$ cat src/rtl/receiver_framer.sv
// receiver_framer
//   Frame aligner and descrambler for a 9-bit word channel. A frame is 16
//   words. Word 0 is the sync word 9'h0A5, and words 1..15 are payload
//   scrambled with an 8-bit Fibonacci LFSR that is reseeded on every word 0.
//   The framer needs two sync words, one frame apart, to reach LOCK. It
//   drops back to HUNT after three consecutive frames without a sync word.
//   Payload is output only while in LOCK.
// Ports
//   sys_clk     rising-edge clock
//   reset       async active-low reset
//   init_tab    sync reinit: force HUNT, clear counters and strobes
//   IsReceive   word enable; channel_in is sampled only when high
//   channel_in  [7:0] data, [8] even-parity bit
//   data_out    descrambled payload byte (holds between strobes)
//   data_valid  one-cycle strobe for data_out
//   parity_err  one-cycle strobe with data_valid when word parity is bad
//   locked      framer is in LOCK
//   err_count   saturating count of payload parity errors
module receiver_framer (
  input  logic        sys_clk,
  input  logic        reset,
  input  logic        init_tab,
  input  logic        IsReceive,
  input  logic [8:0]  channel_in,
  output logic [7:0]  data_out,
  output logic        data_valid,
  output logic        parity_err,
  output logic        locked,
  output logic [15:0] err_count
);

  localparam logic [8:0] SYNC = 9'h0A5;
  localparam logic [7:0] SEED = 8'hFF;

  typedef enum logic [1:0] {HUNT, VERIFY, LOCK} state_t;

  state_t     state;
  logic [3:0] cnt;
  logic [1:0] miss;
  logic [7:0] lfsr;

  logic       is_sync;
  logic       par_bad;
  logic [7:0] lfsr_nxt;

  // Exact 9-bit match, so a sync word with bad parity never matches and
  // counts as a miss.
  assign is_sync  = (channel_in == SYNC);
  assign par_bad  = ^channel_in;
  assign lfsr_nxt = {lfsr[6:0], lfsr[7] ^ lfsr[5] ^ lfsr[4] ^ lfsr[3]};

  always_ff @(posedge sys_clk or negedge reset) begin
    if (!reset) begin
      state      <= HUNT;
      cnt        <= 4'd0;
      miss       <= 2'd0;
      lfsr       <= SEED;
      data_out   <= 8'h00;
      data_valid <= 1'b0;
      parity_err <= 1'b0;
      locked     <= 1'b0;
      err_count  <= 16'h0000;
    end else begin
      data_valid <= 1'b0;
      parity_err <= 1'b0;
      if (init_tab) begin
        // Takes priority over a word accepted on the same edge; that word
        // is discarded.
        state     <= HUNT;
        cnt       <= 4'd0;
        miss      <= 2'd0;
        lfsr      <= SEED;
        locked    <= 1'b0;
        err_count <= 16'h0000;
      end else if (IsReceive) begin
        cnt <= cnt + 4'd1;
        unique case (state)
          HUNT: begin
            // A sync word found while hunting is taken as position 0.
            if (is_sync) begin
              state <= VERIFY;
              cnt   <= 4'd1;
              lfsr  <= SEED;
            end
          end
          VERIFY: begin
            if (cnt == 4'd0) begin
              lfsr <= SEED;
              if (is_sync) begin
                state  <= LOCK;
                locked <= 1'b1;
              end else begin
                state <= HUNT;
              end
            end else begin
              lfsr <= lfsr_nxt;
            end
          end
          LOCK: begin
            if (cnt == 4'd0) begin
              lfsr <= SEED;
              if (is_sync) begin
                miss <= 2'd0;
              end else if (miss == 2'd2) begin
                state  <= HUNT;
                locked <= 1'b0;
                miss   <= 2'd0;
              end else begin
                miss <= miss + 2'd1;
              end
            end else begin
              data_out   <= channel_in[7:0] ^ lfsr;
              data_valid <= 1'b1;
              parity_err <= par_bad;
              if (par_bad && (err_count != 16'hFFFF))
                err_count <= err_count + 16'd1;
              lfsr <= lfsr_nxt;
            end
          end
          default: begin
            state  <= HUNT;
            locked <= 1'b0;
          end
        endcase
      end
    end
  end

endmodule

$ cat config.mk
export PLATFORM = sky130hd
export DESIGN_NAME = receiver_framer
export DESIGN_NICKNAME = d
export VERILOG_FILES = /design/src/rtl/receiver_framer.sv
export SDC_FILE = /design/constraint.sdc
export NUM_CORES = 1
export LEC_CHECK = 0
export CORE_MARGIN = 5
export CORE_UTILIZATION = 45
export CTS_BUF_LIST = sky130_fd_sc_hd__clkbuf_8
export DETAILED_ROUTE_END_ITERATION = 12
export PLACE_DENSITY = 0.7
export SKIP_LAST_GASP = 1
export SYNTH_ARGS = -nofsm -noshare
export SYNTH_HDL_FRONTEND = slang
export SYNTH_SLANG_ARGS = --single-unit
$ cat constraint.sdc
create_clock -name sys_clk -period 2.5 [get_ports sys_clk]
set_input_delay 0.375 -clock sys_clk [delete_from_list [all_inputs] [get_ports sys_clk]]
set_output_delay 0.375 -clock sys_clk [all_outputs]
set_load 0.01 [all_outputs]
### Word-level counts from Yosys, hierarchy flattened

Cells that the tools add are included.

* reductions and logical operators: 16
* $add $sub $neg: 3
* muxes and demuxes: 45
* bitwise gates (word level): 6
* equality and inequality tests: 13

Operators with widths (number)
* $mux W16: 5
* $mux W8: 4
* $mux W2: 14
* $ne A3 B3 Y1 const B: 6
* $add A16 B1 Y16 const B: 1
* $mux W4: 4
* $ne A16 B16 Y1 const B: 1
* $pmux W8 S2: 1
* $mux W1: 15
* $eq A9 B8 Y1 const B: 1
* $reduce_xor A9 Y1: 1
* $reduce_and A4 Y1: 2
* $reduce_bool A2 Y1: 4
* $xor A8 B8 Y8: 1
* $reduce_and A7 Y1: 1
* $pmux W2 S3: 1
* $reduce_and A3 Y1: 2
* $reduce_and A6 Y1: 1
* $add A4 B1 Y4 const B: 1
* $eq A2 B2 Y1 const B: 2
* $logic_not A4 Y1: 1
* $ne A2 B2 Y1 const B: 2
* $pmux W1 S3: 1
* $reduce_bool A3 Y1: 1
* other kinds (7): 10

* output and inout bits: 27
* register bits after elaboration: 43
* bits of input ports: 13
* word-level logic and storage cells: 92

### Depth between registers and ports, before layout

Gate-level depths: netlist (run 1).

* depth in word-level cells: 7
* mapped depth: 8

### Worst setup path before layout (run 1)

OpenSTA, ideal clock, no wires.

* path kind: input-to-reg
* start point: in channel_in[4]
* end point: reg err_count[11]
* slack: 33 ps
* data required time: 2372 ps
* cell stages on the path: 8
* arrival time: 2339 ps
* cells stage by stage: inv_1 ha_1 xnor3_1 xnor2_2 or4b_1 buf_2 nor3b_1 mux2_1

* cells in the longest elaborated chain, start to end: 4

Ends and longest elaborated chain
* start, declared: line 24 `input logic [8:0] channel_in,`
* $reduce_xor A9 Y1: line 49 `assign par_bad = ^channel_in;`
* $logic_and A1 B1 Y1: line 115 `if (par_bad && (err_count != 16'hFFFF))`
* $reduce_bool A2 Y1 (no line)
* $reduce_and A4 Y1 (no line)
* end signal, assigned: line 116 `err_count <= err_count + 16'd1;`
* end, declared: line 29 `output logic [15:0] err_count`

Every way passes these cells.
A chain may end at the register's enable or synchronous reset.

### Worst setup path in the final report (run 1)

* start point: in channel_in[1]
* end point: reg err_count[10]

Same word-level chain as after synthesis.

==> impl_results.md, run 1 <==
* Die area at roughly 0.0067 mm²
* Die W at roughly 80 µm
* Drt wl/cell at 14.1 µm
* Top cell type's share of synthesized area at 37.6%
* Top cell type by total area after synthesis: dfrtp_1
* Die Height at 82.0 µm
* Initial core utilization at 45.9%
* Finish-stage setup viols at 0
* Register area at 0.00109 mm²
* GPL Wtd Cong at 0.817
* GRT overflow at 0
* CTS Root Cell: clkbuf_8
* Core Area at between 0.005 and 0.006 mm²
* Largest net degree at the start of global routing at 40
* Placed cell areas at 0.00287 mm²
* Worst skew pair latency at 290 ps
* Vias in the first global route at roughly 2,000
* Vias post-DR at 2,001
* Final wirelength at 5360 µm
* DR DRC count at 0
* TritonCTS clock tree: done
* Syn_nets at between 200 and 300
* CP Max Fanout at 9
* Syn avg cell area at around 9.1 µm²
* Post-synthesis xor/xnor area fraction at 6.93%
* H-tree Lvls at 2
* Max Clock Skew at 7.04 ps
* Fmax at between 0.4 and 0.5 GHz
* Crit end category: flop
* Area Growth Syn to Fin at 31.3%
* Yosys cell types at slightly above 40
* Initial antenna violation count at 0
* Final core utilization at between 60% and 70%
* Slew Limit Fails at 0
* Setup TNS at 0 ps
* Fin cells at 380
* Vias per inst at 5.27
* Max-cap violations at 0
* Synth warn at 0
* Leakage power at 1.26 nW
* Fin crit share at a little under 100%
* Unrepaired setup endpoints after global routing: yes
* Post-detailed-placement half-perimeter wirelength at 3760 µm
* CP Buf/Inv Count at 6
* Tmin final at between 2000 and 2500 ps
* Boundary Pins at 40
* Synth Area in Simple Gates at 21.4%
* VDD IR max at 0.297 mV
* Worst stage delay on the critical path at 490 ps
* Port-buffer cells at 39
* Required @ worst endpoint at 2720 ps
* Top delay family on crit path: buffers and inverters
* Inserted Clock Buffers at 5
* Sink Count at 43
* Worst slew pin tran at ~850 ps
* Worst setup SP type: input port
* Remaining antenna violation count at 0
* Initial drt markers at 90
* Cells after DPL at 369
* Final hold violation count at 0
* Class of the most critical setup path: in2reg
* Clock buffer depth at 2
* Post-synthesis cell area at 0.00233 mm²
* Total chip power at 0.00138 W
* Gr usage total at ~18%
* FF+latch count, synth at 43
* Complex-gate fraction of the synthesized area at 14.1%
* Cell Rows at 26
* Worst path cell trace: clkdlybuf4s50_1 -> inv_1 -> ha_4 -> xor2_2 -> xnor2_2 -> buf_4 -> buf_4 -> buf_4 -> nand4bb_1 -> buf_6 -> or3_1 -> a21oi_2
* Crit path arrival time at 2630 ps
* Synth Instances at 255
* Diode count at 0
* Slowest CP cell: clkdlybuf4s50_1
* Sequential fraction of the synthesis area at between 40% and 50%
* Area occupied by multi-input gates at 0.00121 mm²
* Mux contribution to synthesized area at 1.40%
* Slew headroom at 43.4%
* First-pass GRT wire length at 9170 µm
* Share of cells above drive strength 1 at 15.8%
* Main combinational cell family by area after synthesis: simple AND/OR/NAND/NOR gates
* Final #Nets at approximately 330
* Hold WC Path Type: in2async
* DRT Pass-1 Iters at 4
* Synth area leaders: dfrtp_1 (38%), dfstp_2 (9.0%), a21oi_1 (6.9%), nor2_1 (6.6%), ha_1 (5.4%)
* Area share of fa/ha/maj cells after synthesis at roughly 5.4%
* Reg clk slew, reported paths at 80 ps
* PD cells at 450 mW/mm²
* Worst path most repeated cell: buf_4
* Outcome: completed
* Cell area after layout at 0.00306 mm²
* Fillers at 451
-- routing by layer --
layer / up-vias / global-route usage (%) / routed length [µm]
li1: 985 / - / -
met1: 964 / 22.9 / 2460
met2: 39 / 28.7 / 2620
met3: 13 / 3.18 / 168
met4: 0 / 8.31 / 104
met5: - / 0 / 0
-- final timing paths --
check / to / slack, ps / depth (start not counted) / from
worst min-delay path: err_count[14] / 180 / 1 / reset
worst min register to register: lfsr[6] / 520 / 2 / lfsr[6]
min in group sys_clk: lfsr[6] / 520 / 2 / lfsr[6]
worst max register to register: err_count[9] / 170 / 7 / cnt[0]
worst max-delay path: err_count[10] / 90 / 12 / channel_in[1]
max in group asynchronous: lfsr[4] / 1620 / 2 / reset
-- cells in the final DEF (no fill, tap or decap), types with 9 or more instances in the layout --
cell | netlist | final
nor2_1 | 41 | 40
dfrtp_1 | 35 | 35
clkdlybuf4s50_1 | 0 | 33
a21oi_1 | 32 | 29
inv_1 | 17 | 17
buf_4 | 0 | 16
o21ai_0 | 13 | 13
nand3_1 | 11 | 11
xnor2_1 | 11 | 11
nand2_1 | 9 | 9
-- state kept, by name, indices dropped and copies added (netlist names) --
register    flops
cnt             4
state           2
parity_err      1
data_out        8
locked          1
err_count      16
miss            2
lfsr            8
data_valid      1
-- timing repair --
action | in CTS | in global routing
buffers inserted | 3 | 0
hold buffers | 0 | 0
gates cloned | 0 | 0
resized for setup | 14 | 7
hold endpoints to repair | 0 | 0
pin swaps | 8 | 5
setup endpoints to repair | 5 | 9
-- power by group --
group / total, W / internal, W / switching, W
combinational: 0.000208 / 0.000113 / 0.0000951
sequential: 0.000718 / 0.000709 / 0.00000914
clock: 0.000451 / 0.000219 / 0.000232
-- metrics by stage --
step | setup WS, ps | hold slack, ps
after CTS | 0.00711 | 223
after global routing | -4.47 | 257
after detailed placement | -624 | 517
after floorplan | 33.3 | 79.4
after global placement | -554 | 505
final | 89.7 | 179
-- area by class of cell --
class / instances / share of cell area (%)
Sequential cell: 43 / 35.5
Clock buffer: 6 / 2.70
Timing Repair Buffer: 56 / 16.9
Multi-Input combinational cell: 186 / 39.7
Clock inverter: 2 / 0.286
Tap cell: 70 / 2.86
Inverter: 17 / 2.09
-- cell usage after synthesis, drive strengths merged --
master,number
nand2b,1
xnor3,1
o21ai,13
nor2,41
or4b,1
buf,1
or2,1
o31a,1
mux2,2
a21o,1
a21oi,32
a22oi,2
inv,17
nand2,9
nor2b,4
or3b,1
dfstp,8
a211oi,2
dfrtp,35
or4,2
clkbuf,8
nor3b,3
o211ai,1
mux2i,1
nor3,1
nand4bb,1
xnor2,12
a41oi,2
nand3,11
nor4,3
o41ai,1
nand4,3
xor2,3
o31ai,2
and2,2
or3,9
and3,5
ha,10
o21bai,1
nand3b,1
-- logic make-up after synthesis --
group           Yosys count
compound gates           58
xor+xnor                 16
fa+ha+maj                10
buf+inv                  26
flops                    43
mux                       3
simple gates             99
No activity file was read; power rests on OpenSTA's default activity.
==> run 2: changes to the inputs <==
Settings changed: CORE_MARGIN 5 to not set.
==> impl_results.md, run 2 (synthesis gave the netlist of run 1 again) <==
* Outcome: completed
* Largest net degree at the start of global routing at 44
* Final wirelength at approximately 5000 µm
* Final core utilization at 61.9%
* Worst path cell trace: clkdlybuf4s50_1 -> inv_1 -> ha_1 -> xor2_2 -> xnor2_2 -> or4b_4 -> nor3b_2 -> mux2_1
* Largest Register: err_count
* Die Height at 74.0 µm
* Largest registers: err_count (16), data_out (8), lfsr (8)
* PD cells at 448 mW/mm²
* Area Growth Syn to Fin at 28.8%
* Slowest CP cell: or4b_4
* Top delay family on crit path: simple AND/OR/NAND/NOR gates
* Final #Nets at 330
* Fin crit share at 98.3%
* Max Clock Skew at 8.62 ps
* GRT overflow at 0
* Gr usage total at 20.2%
* H-tree Lvls at 2
* Port-buffer cells at 39
* DR DRC count at 0
* Boundary Pins at 40
* Max reg flops at 16
* Initial core utilization at 48.1%
* Reg-to-reg critical path startpoint: cnt[0]
* Crit path arrival time at approximately 2600 ps
* Required @ worst endpoint at ~2700 ps
* Slew Limit Fails at 0
* Sink Count at 43
* Share of cells above drive strength 1 at 13.3%
* Reg clk slew, reported paths at 80 ps
* CP Max Fanout at 6
* Worst skew pair latency at 300 ps
* Leakage power at 1.24 nW
* Drt wl/cell at 13.2 µm
* Cts hold-fix bufs at 0
* Initial drt markers at 104
* Cell Rows at 25
* Finish-stage setup viols at 0
* Slew headroom at 38.7%
* Final hold violation count at 0
* Worst slew pin tran at just over 900 ps
* Setup TNS at 0 ps
* GPL Wtd Cong at 0.905
* Core Area at approximately 0.0048 mm²
* Clock buffer depth at 2
* Vias in the first global route at 1,927
* TritonCTS clock tree: done
* Diode count at 0
* Initial antenna violation count at 0
* Remaining antenna violation count at 0
* Worst stage delay on the critical path at 530 ps
* DRT Pass-1 Iters at 4
* Max-cap violations at 0
* Die W at 74.0 µm
* Fmax at 0.407 GHz
* Vias post-DR at around 2,000
* Leading cell type in the layout, fill and taps excluded: nor2_1
* Unrepaired setup endpoints after global routing: yes
* Post-detailed-placement half-perimeter wirelength at 3580 µm
* Most frequent cells in the layout: nor2_1 (40), dfrtp_1 (35), clkdlybuf4s50_1 (35)
* Hold WC Path Type: in2async
* Crit end category: flop
* Critical path origin: channel_in[1]
* Tmin final at 2460 ps
* VDD IR max at 0.284 mV
* CTS Root Cell: clkbuf_8
* Inserted Clock Buffers at 5
* Die area at 0.00547 mm²
* First-pass GRT wire length at approximately 8300 µm
* Total chip power at 0.00134 W
* CP Buf/Inv Count at 2
* Class of the most critical setup path: in2reg
* Vias per inst at roughly 5.3
* Worst setup SP type: input port
## run 2: metal layers
layer  share of wire (%)  GRT usage, %  routed length [µm]
met4                 1.4          7.48                  71
met1                  48          25.5                2390
met5                   0             0                   0
met2                  48          33.9                2350
met3                 2.6          4.47                 127
## run 2: per-stage QoR
| step | instance area (µm²) | std cells | hold WS, ps | setup slack, ps |
|---|---|---|---|---|
| after floorplan | 2330 | 255 | 79.4 | 33.3 |
| after detailed placement | 2870 | 366 | 515 | -630 |
| after CTS | 2990 | 375 | 246 | 19.1 |
| after global routing | 3000 | 375 | 287 | -6.59 |
| after global placement | 2870 | 366 | 503 | -545 |
| final | 3000 | 375 | 203 | 41.6 |
## run 2: final cells by class
cell class              instances  area (µm²)
clock buffers                   6        82.6
flip-flops and latches         43        1090
repair buffers                 54         494
well taps                      67        83.8
inverters                      17        63.8
fillers                       450        1850
multi-input cells             186        1180
clock inverters                 2        8.76
## run 2: path summary, 6_finish.rpt
check	cells after the start	end	slack, ps
min in group sys_clk	2	lfsr[2]	520
setup / recovery	8	err_count[13]	40
hold / removal	1	err_count[8]	200
hold reg to reg	2	lfsr[2]	520
setup reg to reg	7	err_count[13]	220
max in group asynchronous	1	data_out[7]	1710
## run 2: repair_timing
item / in CTS / in global routing
endpoints found under the setup margin: 5 / 7
pin swaps: 7 / 0
endpoints found under the hold margin: 0 / 0
setup buffers: 1 / 0
resized for setup: 8 / 2
## run 2: where the power goes
part           total (W)  leakage [nW]  internal [W]  switching, W
combinational   0.000183         0.620     0.0000951     0.0000878
sequential      0.000717         0.567      0.000709    0.00000860
clock           0.000444        0.0524      0.000219      0.000225
